$ cat src/rtl/clock_divider_if.sv
// Control and output bundle of the clock divider: enable, divide ratio and
// the resulting divided clock.
interface clock_divider_if #(
  parameter int RATIO_WIDTH = 8
);
  logic                   i_clk_en;
  logic [RATIO_WIDTH-1:0] i_div_ratio;
  logic                   o_div_clk;

  modport master (
    output i_clk_en,
    output i_div_ratio,
    input  o_div_clk
  );

  modport slave (
    input  i_clk_en,
    input  i_div_ratio,
    output o_div_clk
  );
endinterface

$ cat src/rtl/clock_divider.sv
// Integer clock divider: divides i_ref_clk by a run-time ratio N, or passes
// i_ref_clk straight through when disabled or when N is 0 or 1.
module clock_divider #(
  parameter int RATIO_WIDTH = 8
) (
  input  logic             i_ref_clk,
  input  logic             i_rst,
  clock_divider_if.slave   bus
);

  logic                   divide_s;
  logic [RATIO_WIDTH-1:0] half_len_s;
  logic [RATIO_WIDTH-1:0] low_len_s;
  logic [RATIO_WIDTH:0]   phase_len_s;
  logic [RATIO_WIDTH:0]   cnt_next_s;
  logic [RATIO_WIDTH-1:0] cnt_r;
  logic                   div_r;

  // Mode select and length of the phase currently in progress
  always_comb begin
    divide_s    = 1'b0;
    half_len_s  = bus.i_div_ratio >> 1;
    low_len_s   = half_len_s + {{(RATIO_WIDTH-1){1'b0}}, bus.i_div_ratio[0]};
    phase_len_s = {1'b0, low_len_s};
    cnt_next_s  = {1'b0, cnt_r} + {{RATIO_WIDTH{1'b0}}, 1'b1};
    if (bus.i_clk_en && (bus.i_div_ratio >= RATIO_WIDTH'(2))) begin
      divide_s = 1'b1;
    end else begin
      divide_s = 1'b0;
    end
    // Low phase takes the extra cycle for odd ratios
    if (div_r) begin
      phase_len_s = {1'b0, half_len_s};
    end else begin
      phase_len_s = {1'b0, low_len_s};
    end
  end

  // Phase counter and divided-clock register; ">=" ends a phase at once if N shrinks below the count
  always_ff @(posedge i_ref_clk) begin
    if (i_rst) begin
      cnt_r <= {RATIO_WIDTH{1'b0}};
      div_r <= 1'b0;
    end else if (!divide_s) begin
      cnt_r <= {RATIO_WIDTH{1'b0}};
      div_r <= 1'b0;
    end else if (cnt_next_s >= phase_len_s) begin
      cnt_r <= {RATIO_WIDTH{1'b0}};
      div_r <= ~div_r;
    end else begin
      cnt_r <= cnt_next_s[RATIO_WIDTH-1:0];
      div_r <= div_r;
    end
  end

  // Bypass hands out the reference clock itself through a plain mux
  always_comb begin
    if (divide_s) begin
      bus.o_div_clk = div_r;
    end else begin
      bus.o_div_clk = i_ref_clk;
    end
  end

endmodule

$ cat src/flat_wrapper.sv
// flat-port wrapper written by rule: the top's interface ports become plain ports
module clock_divider_flat 
#(
  parameter int RATIO_WIDTH = 8
)
  (i_ref_clk, i_rst, bus_i_clk_en, bus_i_div_ratio, bus_o_div_clk);
  clock_divider_if #(.RATIO_WIDTH(RATIO_WIDTH)) bus_i ();
  input  logic i_ref_clk;
  input  logic i_rst;
  input wire logic [$bits(bus_i.i_clk_en)-1:0] bus_i_clk_en;
  input wire logic [$bits(bus_i.i_div_ratio)-1:0] bus_i_div_ratio;
  output wire logic [$bits(bus_i.o_div_clk)-1:0] bus_o_div_clk;
  assign bus_i.i_clk_en = bus_i_clk_en;
  assign bus_i.i_div_ratio = bus_i_div_ratio;
  assign bus_o_div_clk = bus_i.o_div_clk;
  clock_divider #(.RATIO_WIDTH(RATIO_WIDTH)) u_core (.i_ref_clk(i_ref_clk), .i_rst(i_rst), .bus(bus_i));
endmodule
$ cat config.mk
export PLATFORM = sky130hd
export DESIGN_NAME = clock_divider_flat
export DESIGN_NICKNAME = d
export VERILOG_FILES = /design/src/rtl/clock_divider_if.sv /design/src/rtl/clock_divider.sv /design/src/flat_wrapper.sv
export SDC_FILE = /design/constraint.sdc
export NUM_CORES = 1
export LEC_CHECK = 0
export ABC_AREA = 1
export CORE_MARGIN = 5
export CORE_UTILIZATION = 56
export DETAILED_ROUTE_END_ITERATION = 8
export GPL_TIMING_DRIVEN = 0
export PLACE_DENSITY = 0.82
export SYNTH_ARGS = -nofsm -noshare
export SYNTH_HDL_FRONTEND = slang
export SYNTH_SLANG_ARGS = --single-unit
$ cat constraint.sdc
create_clock -name i_ref_clk -period 4.2 [get_ports i_ref_clk]
set_clock_uncertainty 0.05 [all_clocks]
set_input_delay 1.26 -clock i_ref_clk [delete_from_list [all_inputs] [get_ports i_ref_clk]]
set_output_delay 1.26 -clock i_ref_clk [all_outputs]
set_load 0.05 [all_outputs]
# [Word level (Yosys, flattened, before mapping)]
# Cells that the tools add are included.
# W data, S select, Z words.
[totals] in_bits=11 reg_bits=9 elab_cells=14 out_inout_bits=1
[classes] bitwise_logic=2 n_addsub=2 n_mux=3 magnitude_cmp=2 reduce_logical=3
[op_table] operator="$add A8 B1 Y9 const B" count=1
[op_table] operator="$ge A9 B8 Y1" count=1
[op_table] operator="$add A7 B1 Y8" count=1
[op_table] operator="$ge A8 B2 Y1 const B" count=1
[op_table] operator="$mux W8" count=1
[op_table] operator="$reduce_or A3 Y1" count=1
[op_table] operator="$mux W1" count=2
[op_table] operator="$not A1 Y1" count=2
[op_table] operator="$reduce_or A2 Y1" count=1
[op_table] operator="$logic_and A1 B1 Y1" count=1

# [Logic depth before layout (Yosys ltp)]
# Gate-level depths: netlist of the first run.
[logic_depth] depth_word=5 mapped_depth=17 ltp_nobuf=17

==> impl_metrics.py, run 1 <==
metrics = {
    "yosys": {
        "synth-xor-area-share": 0.126,
        "yosys.area_share.adder": 0.184,
        "yosysTopAreaCellShare": 0.221,
        "synth-edff-count": 0,
        "synth.net_count": 134,
        "syn_inst": 111,
        "synth_compound_area_frac": 0.0505,
        "avgSynthCellArea_um2": 7.36,
        "ys_seq_area_frac": 0.221,
        "yosysMostFrequentCell": "sky130_fd_sc_hd__nand2_1",
        "yosys.cell_types.count": 23,
        "synth.area.top_cells": "sky130_fd_sc_hd__dfxtp_1, sky130_fd_sc_hd__ha_1, sky130_fd_sc_hd__nand2_1",
        "post_synth_instance_area_um2": 817,
        "ys_dominant_reg_cell": "sky130_fd_sc_hd__dfxtp_1",
        "synthArstFlopShare": 0,
        "synth_commonest_cells": "sky130_fd_sc_hd__nand2_1, sky130_fd_sc_hd__inv_1, sky130_fd_sc_hd__nor2_1",
        "post-synth-top-area-cell": "sky130_fd_sc_hd__dfxtp_1",
        "muxShareOfSynthArea": 0.0123,
        "ys_warn_count": 0,
        "ys_seq_elements": 9,
        "largest_family_of_logic_cells_by_synthesized_area": "simple AND/OR/NAND/NOR gates",
        "synth-simple-area-share": 0.311,
    },
    "finish": {
        "diodes": 0,
        "finalNetCount": 153,
        "post_route_cells_drive_above_1_share": 0.194,
        "layout-area-overhead-vs-synth_pct": 21.4,
    },
    "worst_setup_path": {
        "critical_path.cell_chain": "clkdlybuf4s50_1 > inv_1 > ha_1 > nor2_1 > nand4_1 > nand2_2 > nand2_1 > o21ai_0 > buf_2",
        "worst_setup_path_startpoint": "bus_i_div_ratio[0]",
        "startpoint_type": "input pin",
        "worst_setup_path_end_kind": "primary output",
        "arrival_ps": 2770,
        "reg2reg_from": "u_core.cnt_r[0]$_SDFF_PP0_",
        "critPathRequiredTime_ps": 2890,
        "critPathKind": "input pin to primary output",
        "path_max_fanout": 3,
        "timing.critical_path.slowest_cell_delay_ps": 480,
        "worst_path_max_delay_cell": "sky130_fd_sc_hd__clkdlybuf4s50_1",
    },
    "placement": {
        "pre_cts_ws_ps": -375,
        "routabilityCongestion": 0.765,
        "io_buffers": 11,
        "dpl_wire_length_mm": 1.38,
    },
    "die": {
        "fp.dieArea_um2": 2320,
        "die-height_um": 48.2,
        "chipWidth_um": 48.2,
        "core_region_area_um2": 1330,
        "design.portCount": 12,
        "row_count": 13,
        "initial_core_util": 0.613,
    },
    "sta": {
        "hold_violations": 0,
        "setup_viol": 0,
        "layout_worst_path_cycle_share": 0.971,
        "finalSetupTns_ps": 0,
        "timing.final.crit_period_ps": 4080,
        "post-route-worst-setup-slack_ps": 122,
        "timing.hold.ws_ps": 437,
        "fmax_ghz": 0.245,
        "tightestPinTransition_ps": 250,
        "max_slew_margin": 0.834,
        "grt_setup_unrepaired": "false",
        "timing.final.max_slew_violations": 0,
    },
    "detailed_routing": {
        "wirelength_mm": 1.68,
        "drt_first_iter_violations": 21,
        "detail_route.drc_violations": 1,
        "drt_pre_antenna_iters": 9,
        "final_antenna_net_count": 0,
        "num_vias": 754,
        "avgViaCountPerCell": 5.24,
        "routedWlPerCell_um": 11.7,
    },
    "clock_tree": {
        "cts_tree": "done",
        "insertion_delay_to_the_later_sink_of_the_worst_skew_pair_ps": 360,
        "cts_hold_buf": 0,
        "clock_pin_slew_of_the_registers_on_the_worst_case_setup_and_hold_paths_ps": 60,
    },
    "power": {
        "ir_drop_mv": 0.140,
        "power_density_nw_per_um2": 265,
        "total_leakage_power_nw": 0.498,
    },
    "min_path": {
        "hold_path.class": "flip-flop to flip-flop",
        "worstHoldStart": "u_core.cnt_r[0]$_SDFF_PP0_",
    },
    "job": {
        "drv_cap": 0,
    },
    "global_route": {
        "gr_overflow_total": 0,
        "initial_antenna_violation_count": 0,
        "groute.usage.overall": 0.178,
        "grt_pass1_vias": 750,
        "grt_max_degree": 9,
        "global_route_wire_length_before_repair_mm": 2.82,
    },
    "status": {
        "failed_checks": "DRC",
        "outcome": "finished with violations",
    },
}
[sequential cells by signal, summed over array words and instances, names as in the netlist]
name / cells
u_core.cnt_r: 8
u_core.div_r: 1
[per-layer routing]
layer  GRT usage  share of wire  up-vias
met2       0.349           0.55       32
met1       0.165           0.39      333
met4      0.0968          0.024        0
met3      0.0406          0.042        6
li1            -              -      383
met5           0              0        -
[cells in the final DEF (no fill, tap or decap), types with 4 or more instances in the layout]
cell type and count:
sky130_fd_sc_hd__nor2_1 14, sky130_fd_sc_hd__clkbuf_4 6, sky130_fd_sc_hd__nand2_2 4, sky130_fd_sc_hd__clkdlybuf4s50_1 10, sky130_fd_sc_hd__inv_1 19, sky130_fd_sc_hd__nand2_1 20
sky130_fd_sc_hd__dfxtp_1 9, sky130_fd_sc_hd__xor2_1 7, sky130_fd_sc_hd__ha_1 12, sky130_fd_sc_hd__nand3_1 4
[final cells by class]
type | count | area, um2
clock buffer | 8 | 53.8
fill | 105 | 342
inverter | 21 | 78.8
multi-input combinational | 81 | 561
sequential | 9 | 180
tap | 15 | 18.8
timing repair buffer | 10 | 100
[power by group]
| group | leakage [nW] | total [W] | switching (W) | internal (W) |
|---|---|---|---|---|
| combinational | 0.388 | 0.0000387 | 0.0000197 | 0.0000189 |
| sequential | 0.0728 | 0.0000878 | 0.00000132 | 0.0000865 |
| clock | 0.0373 | 0.000136 | 0.0000623 | 0.0000737 |
[per-stage QoR]
step | power, W | area (um2) | util | std cells
4_1_cts | 0.000267 | 998 | 0.749 | 144
6_report | 0.000262 | 992 | 0.744 | 144
5_1_grt | 0.000279 | 992 | 0.744 | 144
3_5_place_dp | 0.000161 | 946 | 0.709 | 137
2_1_floorplan | 0.000134 | 817 | - | 111
3_3_place_gp | 0.000159 | 946 | 0.709 | 137
[critical path, delay by kind of cell]
kind,cells,cell delay (ps)
AO/OA/AOI/OAI,1,70
AND/OR/NAND/NOR,4,440
adder cells (fa/ha/maj),1,190
buffers and inverters,3,820
[what timing repair did]
action	in CTS	in global routing
gates resized for setup	5	2
buffers inserted	0	0
pin swaps	0	1
endpoints found under the setup margin	3	2
[final timing paths]
| kind | endpoint | slack [ps] | depth (start not counted) |
|---|---|---|---|
| max reg2reg | u_core.cnt_r[2]$_SDFF_PP0_ | 1880 | 14 |
| min | u_core.cnt_r[0]$_SDFF_PP0_ | 440 | 1 |
| max | bus_o_div_clk | 120 | 9 |
| min reg2reg | u_core.cnt_r[0]$_SDFF_PP0_ | 440 | 1 |
[cell families after synthesis]
group,after synthesis
xor gates and xnor gates,10
DFF,9
muxes,1
buffers and inverters,21
and+or+nand+nor,52
adders and majority gates,12
AOI/OAI and AO/OA,6
Note: power is estimated with default switching activity, not from simulation.
==> run 2, diff against run 1 <==
--- a/config.mk
+++ b/config.mk
@@ -6,7 +6,7 @@
 export NUM_CORES = 1
 export LEC_CHECK = 0
 export ABC_AREA = 1
-export CORE_MARGIN = 5
+export CORE_MARGIN = 4
 export CORE_UTILIZATION = 56
 export DETAILED_ROUTE_END_ITERATION = 8
 export GPL_TIMING_DRIVEN = 0
==> constraint.sdc (replaced) <==
create_clock -name i_ref_clk -period 5.28 [get_ports i_ref_clk]
set_clock_uncertainty 0.05 [all_clocks]
set_input_delay 1.584 -clock i_ref_clk [delete_from_list [all_inputs] [get_ports i_ref_clk]]
set_output_delay 1.584 -clock i_ref_clk [all_outputs]
set_load 0.05 [all_outputs]
==> run 2 against run 1 <==
Largest cell class unchanged. Final cell count did not move. Design area rose by 0.25%. Total power fell by 21%. Worst setup slack improved by 120 ps. Highest routed layer unchanged. Non-clock buffer count did not move. Register-to-register slack improved by 1200 ps. The flow now finishes without violations.
==> impl_metrics.py, run 2 (same netlist as run 1, synthesis figures left out) <==
metrics = {
    "worst_setup_path": {
        "reg2reg_from": "u_core.cnt_r[0]$_SDFF_PP0_",
        "reg2regPathDepth": 14,
        "rr_endpoint": "u_core.cnt_r[7]$_SDFF_PP0_",
        "startpoint_type": "clock port",
        "path_max_fanout": 2,
        "worst_setup_path_end_kind": "primary output",
        "worst-r2r-setup-slack_ps": 3070,
        "critPathRequiredTime_ps": 3650,
        "critPathKind": "clock port to primary output",
        "arrival_ps": 3410,
    },
    "detailed_routing": {
        "wirelength_mm": 1.44,
        "route.layer.met1.wl_um": 666,
        "detail_route.drc_violations": 0,
        "avgViaCountPerCell": 4.87,
        "final_antenna_net_count": 0,
        "num_vias": 701,
        "met2WireLength_um": 701,
        "dr_wl_met3_um": 36,
        "route.top_layer_used": "met4",
        "routedWlPerCell_um": 10.0,
        "drt_pre_antenna_iters": 3,
        "drt_first_iter_violations": 18,
    },
    "job": {
        "drv_cap": 0,
    },
    "finish": {
        "largest_reg_flops": 8,
        "layout-area-overhead-vs-synth_pct": 21.7,
        "largest_registers": "u_core.cnt_r: 8 flops, u_core.div_r: 1 flops",
        "final_util": 0.746,
        "final_cell_area_excluding_filler_cells_um2": 995,
        "n_fill_cell": 115,
        "layout.cells.most_common": "sky130_fd_sc_hd__nand2_1",
        "post_route_cells_drive_above_1_share": 0.186,
        "layout.cells.most_common_list": "sky130_fd_sc_hd__nand2_1, sky130_fd_sc_hd__inv_1, sky130_fd_sc_hd__nor2_1",
        "regArea_um2": 180,
        "largest_register": "u_core.cnt_r",
        "multi_input_combinational_cell_area_um2": 558,
        "finalNetCount": 153,
        "diodes": 0,
    },
    "placement": {
        "io_buffers": 11,
        "placed_standard_cell_area_um2": 946,
        "routabilityCongestion": 0.767,
        "pre_cts_ws_ps": 42.8,
        "dpl_wire_length_mm": 1.23,
    },
    "global_route": {
        "grt_pass1_vias": 659,
        "grt_max_degree": 9,
        "initial_antenna_violation_count": 0,
        "global_route_wire_length_before_repair_mm": 2.50,
        "gr_overflow_total": 0,
        "groute.usage.overall": 0.169,
    },
    "min_path": {
        "hold_depth": 1,
        "hold_path.class": "flip-flop to flip-flop",
        "worstHoldStart": "u_core.cnt_r[0]$_SDFF_PP0_",
        "hold-path-endpoint": "u_core.cnt_r[0]$_SDFF_PP0_",
    },
    "power": {
        "total_leakage_power_nw": 0.503,
        "power_density_nw_per_um2": 210,
        "ir_drop_mv": 0.118,
    },
    "sta": {
        "timing.final.max_slew_violations": 0,
        "timing.hold.ws_ps": 425,
        "setup_viol": 0,
        "grt_setup_unrepaired": "false",
        "finalSetupTns_ps": 0,
        "hold_violations": 0,
        "tightestPinTransition_ps": 481,
        "max_slew_margin": 0.680,
        "post-route-worst-setup-slack_ps": 239,
    },
    "clock_tree": {
        "insertion_delay_to_the_later_sink_of_the_worst_skew_pair_ps": 370,
        "cts_tree": "done",
        "cts_hold_buf": 0,
        "clock_pin_slew_of_the_registers_on_the_worst_case_setup_and_hold_paths_ps": 70,
    },
    "die": {
        "row_count": 13,
        "chipWidth_um": 46.2,
        "initial_core_util": 0.613,
        "design.portCount": 12,
        "die-height_um": 46.2,
        "fp.dieArea_um2": 2130,
        "core_region_area_um2": 1330,
    },
    "status": {
        "outcome": "finished, final reports clean",
    },
}
==> run 2: worst max path at each step <==
stage                       start       endpoint  slack, ps  cells after the start
2_1_floorplan           i_ref_clk  bus_o_div_clk        470                      2
5_1_grt                 i_ref_clk  bus_o_div_clk        220                      5
3_3_place_gp   bus_i_div_ratio[0]  bus_o_div_clk         90                      9
6_report                i_ref_clk  bus_o_div_clk        240                      5
3_5_place_dp   bus_i_div_ratio[0]  bus_o_div_clk         40                      9
4_1_cts                 i_ref_clk  bus_o_div_clk        230                      5
==> run 2: layout make-up <==
cell class,instances,share of cell area
multi-input cells,81,0.561
flip-flops and latches,9,0.181
repair buffers,10,0.101
inverters,21,0.0792
clock buffers,7,0.0541
well taps,15,0.0189
clock inverters,1,0.00503
==> run 2: layer usage <==
metal	vias to the layer above	GRT usage
li1	381	-
met1	303	0.187
met2	11	0.264
met3	6	0.0508
met4	0	0.131
met5	-	0
==> run 2: critical path, stage by stage <==
cell	delay, ps
sky130_fd_sc_hd__clkbuf_4	100
sky130_fd_sc_hd__clkbuf_4	130
sky130_fd_sc_hd__nand2_1	50
sky130_fd_sc_hd__o21ai_0	60
sky130_fd_sc_hd__dlygate4sd2_1	420
==> run 2: where the power goes <==
group	total, W	switching (W)	internal, W
Clock	0.000109	0.0000503	0.0000584
Combinational	0.0000300	0.0000151	0.0000150
Sequential	0.0000696	0.000000875	0.0000688
Total	0.000208	0.0000663	0.000142
==> run 2: repair_timing <==
item	4_1_cts	5_1_grt
setup buffers	0	0
endpoints found under the setup margin	1	0
gates resized for setup	1	0
==> run 2: per-stage QoR <==
stage	cells	total power, W
floorplan	111	0.000107
global placement	137	0.000127
detailed placement	137	0.000128
CTS	144	0.000213
global route	144	0.000224
finish	144	0.000208
==> run 3, diff against run 2 <==
--- a/config.mk
+++ b/config.mk
@@ -9,8 +9,8 @@
 export CORE_MARGIN = 4
 export CORE_UTILIZATION = 56
 export DETAILED_ROUTE_END_ITERATION = 8
-export GPL_TIMING_DRIVEN = 0
-export PLACE_DENSITY = 0.82
+export GPL_TIMING_DRIVEN = 1
+export PLACE_DENSITY_LB_ADDON = 0.05
 export SYNTH_ARGS = -nofsm -noshare
 export SYNTH_HDL_FRONTEND = slang
 export SYNTH_SLANG_ARGS = --single-unit
==> constraint.sdc (replaced) <==
create_clock -name i_ref_clk -period 5.28 [get_ports i_ref_clk]
set_clock_uncertainty 0.05 [all_clocks]
set_input_delay 1.584 -clock i_ref_clk [delete_from_list [all_inputs] [get_ports i_ref_clk]]
set_output_delay 1.584 -clock i_ref_clk [all_outputs]
set_load 0.005 [all_outputs]
==> run 3 against run 2 <==
Sequential cell count stayed put. Total power decreased by 4.9%. Clock-buffer cell count increased by 1. Utilization unchanged. Design area unchanged. Final cell count did not move. Worst hold slack worse by 3.7 ps. Worst setup slack got worse by 23 ps. Global-route usage increased by 1.4 points. Critical path depth stayed put.
==> impl_metrics.py, run 3 (same netlist as run 1, synthesis figures left out) <==
metrics = {
    "status": {
        "outcome": "finished, final reports clean",
    },
    "global_route": {
        "initial_antenna_violation_count": 0,
        "gr_overflow_total": 0,
        "grt_pass1_vias": 714,
        "global_route_wire_length_before_repair_mm": 2.68,
        "grt_max_degree": 9,
        "groute.usage.overall": 0.183,
    },
    "clock_tree": {
        "cts_hold_buf": 0,
        "post-cts-setup-buffers": 0,
        "cts_tree": "done",
        "clock_pin_slew_of_the_registers_on_the_worst_case_setup_and_hold_paths_ps": 60,
        "post_cts_sizing": 0,
        "insertion_delay_to_the_later_sink_of_the_worst_skew_pair_ps": 370,
    },
    "placement": {
        "routabilityCongestion": 0.808,
        "io_buffers": 11,
        "numPlacedInstances": 137,
        "dpl_wire_length_mm": 1.30,
    },
    "finish": {
        "layout-area-overhead-vs-synth_pct": 21.7,
        "n_fill_cell": 118,
        "layout.cells.most_common_list": "sky130_fd_sc_hd__nand2_1, sky130_fd_sc_hd__inv_1, sky130_fd_sc_hd__nor2_1",
        "finalNetCount": 153,
        "layout.cells.most_common": "sky130_fd_sc_hd__nand2_1",
        "post_route_cells_drive_above_1_share": 0.178,
        "largest_reg_flops": 8,
        "fin_cells": 144,
        "largest_registers": "u_core.cnt_r: 8 flops, u_core.div_r: 1 flops",
        "largest_register": "u_core.cnt_r",
        "diodes": 0,
    },
    "die": {
        "row_count": 13,
        "fp.dieArea_um2": 2130,
        "die-height_um": 46.2,
        "design.portCount": 12,
        "initial_core_util": 0.613,
        "core_region_area_um2": 1330,
        "chipWidth_um": 46.2,
    },
    "sta": {
        "grt_setup_unrepaired": "false",
        "finalSetupTns_ps": 0,
        "max_slew_margin": 0.833,
        "timing.final.max_slew_violations": 0,
        "tightestPinTransition_ps": 250,
        "timing.hold.ws_ps": 421,
        "hold_violations": 0,
        "setup_viol": 0,
    },
    "power": {
        "ir_drop_mv": 0.160,
        "power_density_nw_per_um2": 199,
        "total_leakage_power_nw": 0.497,
    },
    "worst_setup_path": {
        "arrival_ps": 3430,
        "path_common_cell": "sky130_fd_sc_hd__clkbuf_4",
        "critical_path.cell_chain": "clkbuf_4 > clkbuf_4 > nand2_1 > o21ai_0 > clkdlybuf4s50_1",
        "path_max_fanout": 2,
        "critPathKind": "clock port to primary output",
        "startpoint_type": "clock port",
        "critPathRequiredTime_ps": 3650,
        "timing.critical_path.slowest_cell_delay_ps": 440,
        "worst_path_max_delay_cell": "sky130_fd_sc_hd__clkdlybuf4s50_1",
        "worst_setup_path_end_kind": "primary output",
    },
    "detailed_routing": {
        "drt_pre_antenna_iters": 6,
        "num_vias": 740,
        "wirelength_mm": 1.54,
        "detail_route.drc_violations": 0,
        "final_antenna_net_count": 0,
        "avgViaCountPerCell": 5.14,
        "routedWlPerCell_um": 10.7,
        "drt_first_iter_violations": 17,
    },
    "job": {
        "drv_cap": 0,
    },
    "min_path": {
        "hold_path.class": "flip-flop to flip-flop",
    },
}
==> run 3: cell types whose count changed in the layout (fill, tap and decap cells not counted) <==
cell	previous run	this run
sky130_fd_sc_hd__clkbuf_1	0	1
sky130_fd_sc_hd__clkdlybuf4s50_1	10	11
sky130_fd_sc_hd__clkinv_2	1	0
sky130_fd_sc_hd__dlygate4sd2_1	1	0
==> run 3: final timing paths <==
| check | start | endpoint | slack [ps] | cells past startpoint |
|---|---|---|---|---|
| hold / removal | u_core.cnt_r[0]$_SDFF_PP0_ | u_core.cnt_r[0]$_SDFF_PP0_ | 420 | 1 |
| setup reg to reg | u_core.cnt_r[0]$_SDFF_PP0_ | u_core.cnt_r[7]$_SDFF_PP0_ | 3120 | 14 |
| hold reg to reg | u_core.cnt_r[0]$_SDFF_PP0_ | u_core.cnt_r[0]$_SDFF_PP0_ | 420 | 1 |
| setup / recovery | i_ref_clk | bus_o_div_clk | 220 | 5 |
==> run 3: per-layer routing <==
metal / GRT usage / vias to the layer above / wire, um
li1: - / 381 / -
met1: 0.189 / 326 / 653
met2: 0.302 / 24 / 739
met3: 0.0859 / 9 / 100
met4: 0.0966 / 0 / 42
met5: 0 / - / 0
==> run 3: layout make-up <==
class / instances / area (um2) / area share
tap: 15 / 18.8 / 0.0189
inverter: 21 / 78.8 / 0.0792
sequential: 9 / 180 / 0.181
timing repair buffer: 10 / 100 / 0.101
clock buffer: 8 / 58.8 / 0.0591
multi-input combinational: 81 / 558 / 0.561
==> run 3: power by group <==
| part | total [W] | switching (W) | internal, W |
|---|---|---|---|
| logic | 0.0000304 | 0.0000154 | 0.0000150 |
| registers | 0.0000696 | 0.000000822 | 0.0000688 |
| clock network | 0.0000981 | 0.0000355 | 0.0000626 |
==> run 3: critical path, delay by kind of cell <==
family	cells	cell delay [ps]
AO/OA/AOI/OAI	1	60
buffers and inverters	3	670
AND/OR/NAND/NOR	1	50
==> run 3: stage by stage <==
step           setup WS, ps  cell area (um2)  utilization  total power [W]
6_report                216              995        0.746         0.000198
5_1_grt                 168              995        0.746         0.000214
4_1_cts                 203              995        0.746         0.000201
3_5_place_dp            448              946        0.709         0.000113
3_3_place_gp            465              946        0.709         0.000112
2_1_floorplan           882              817            -        0.0000920
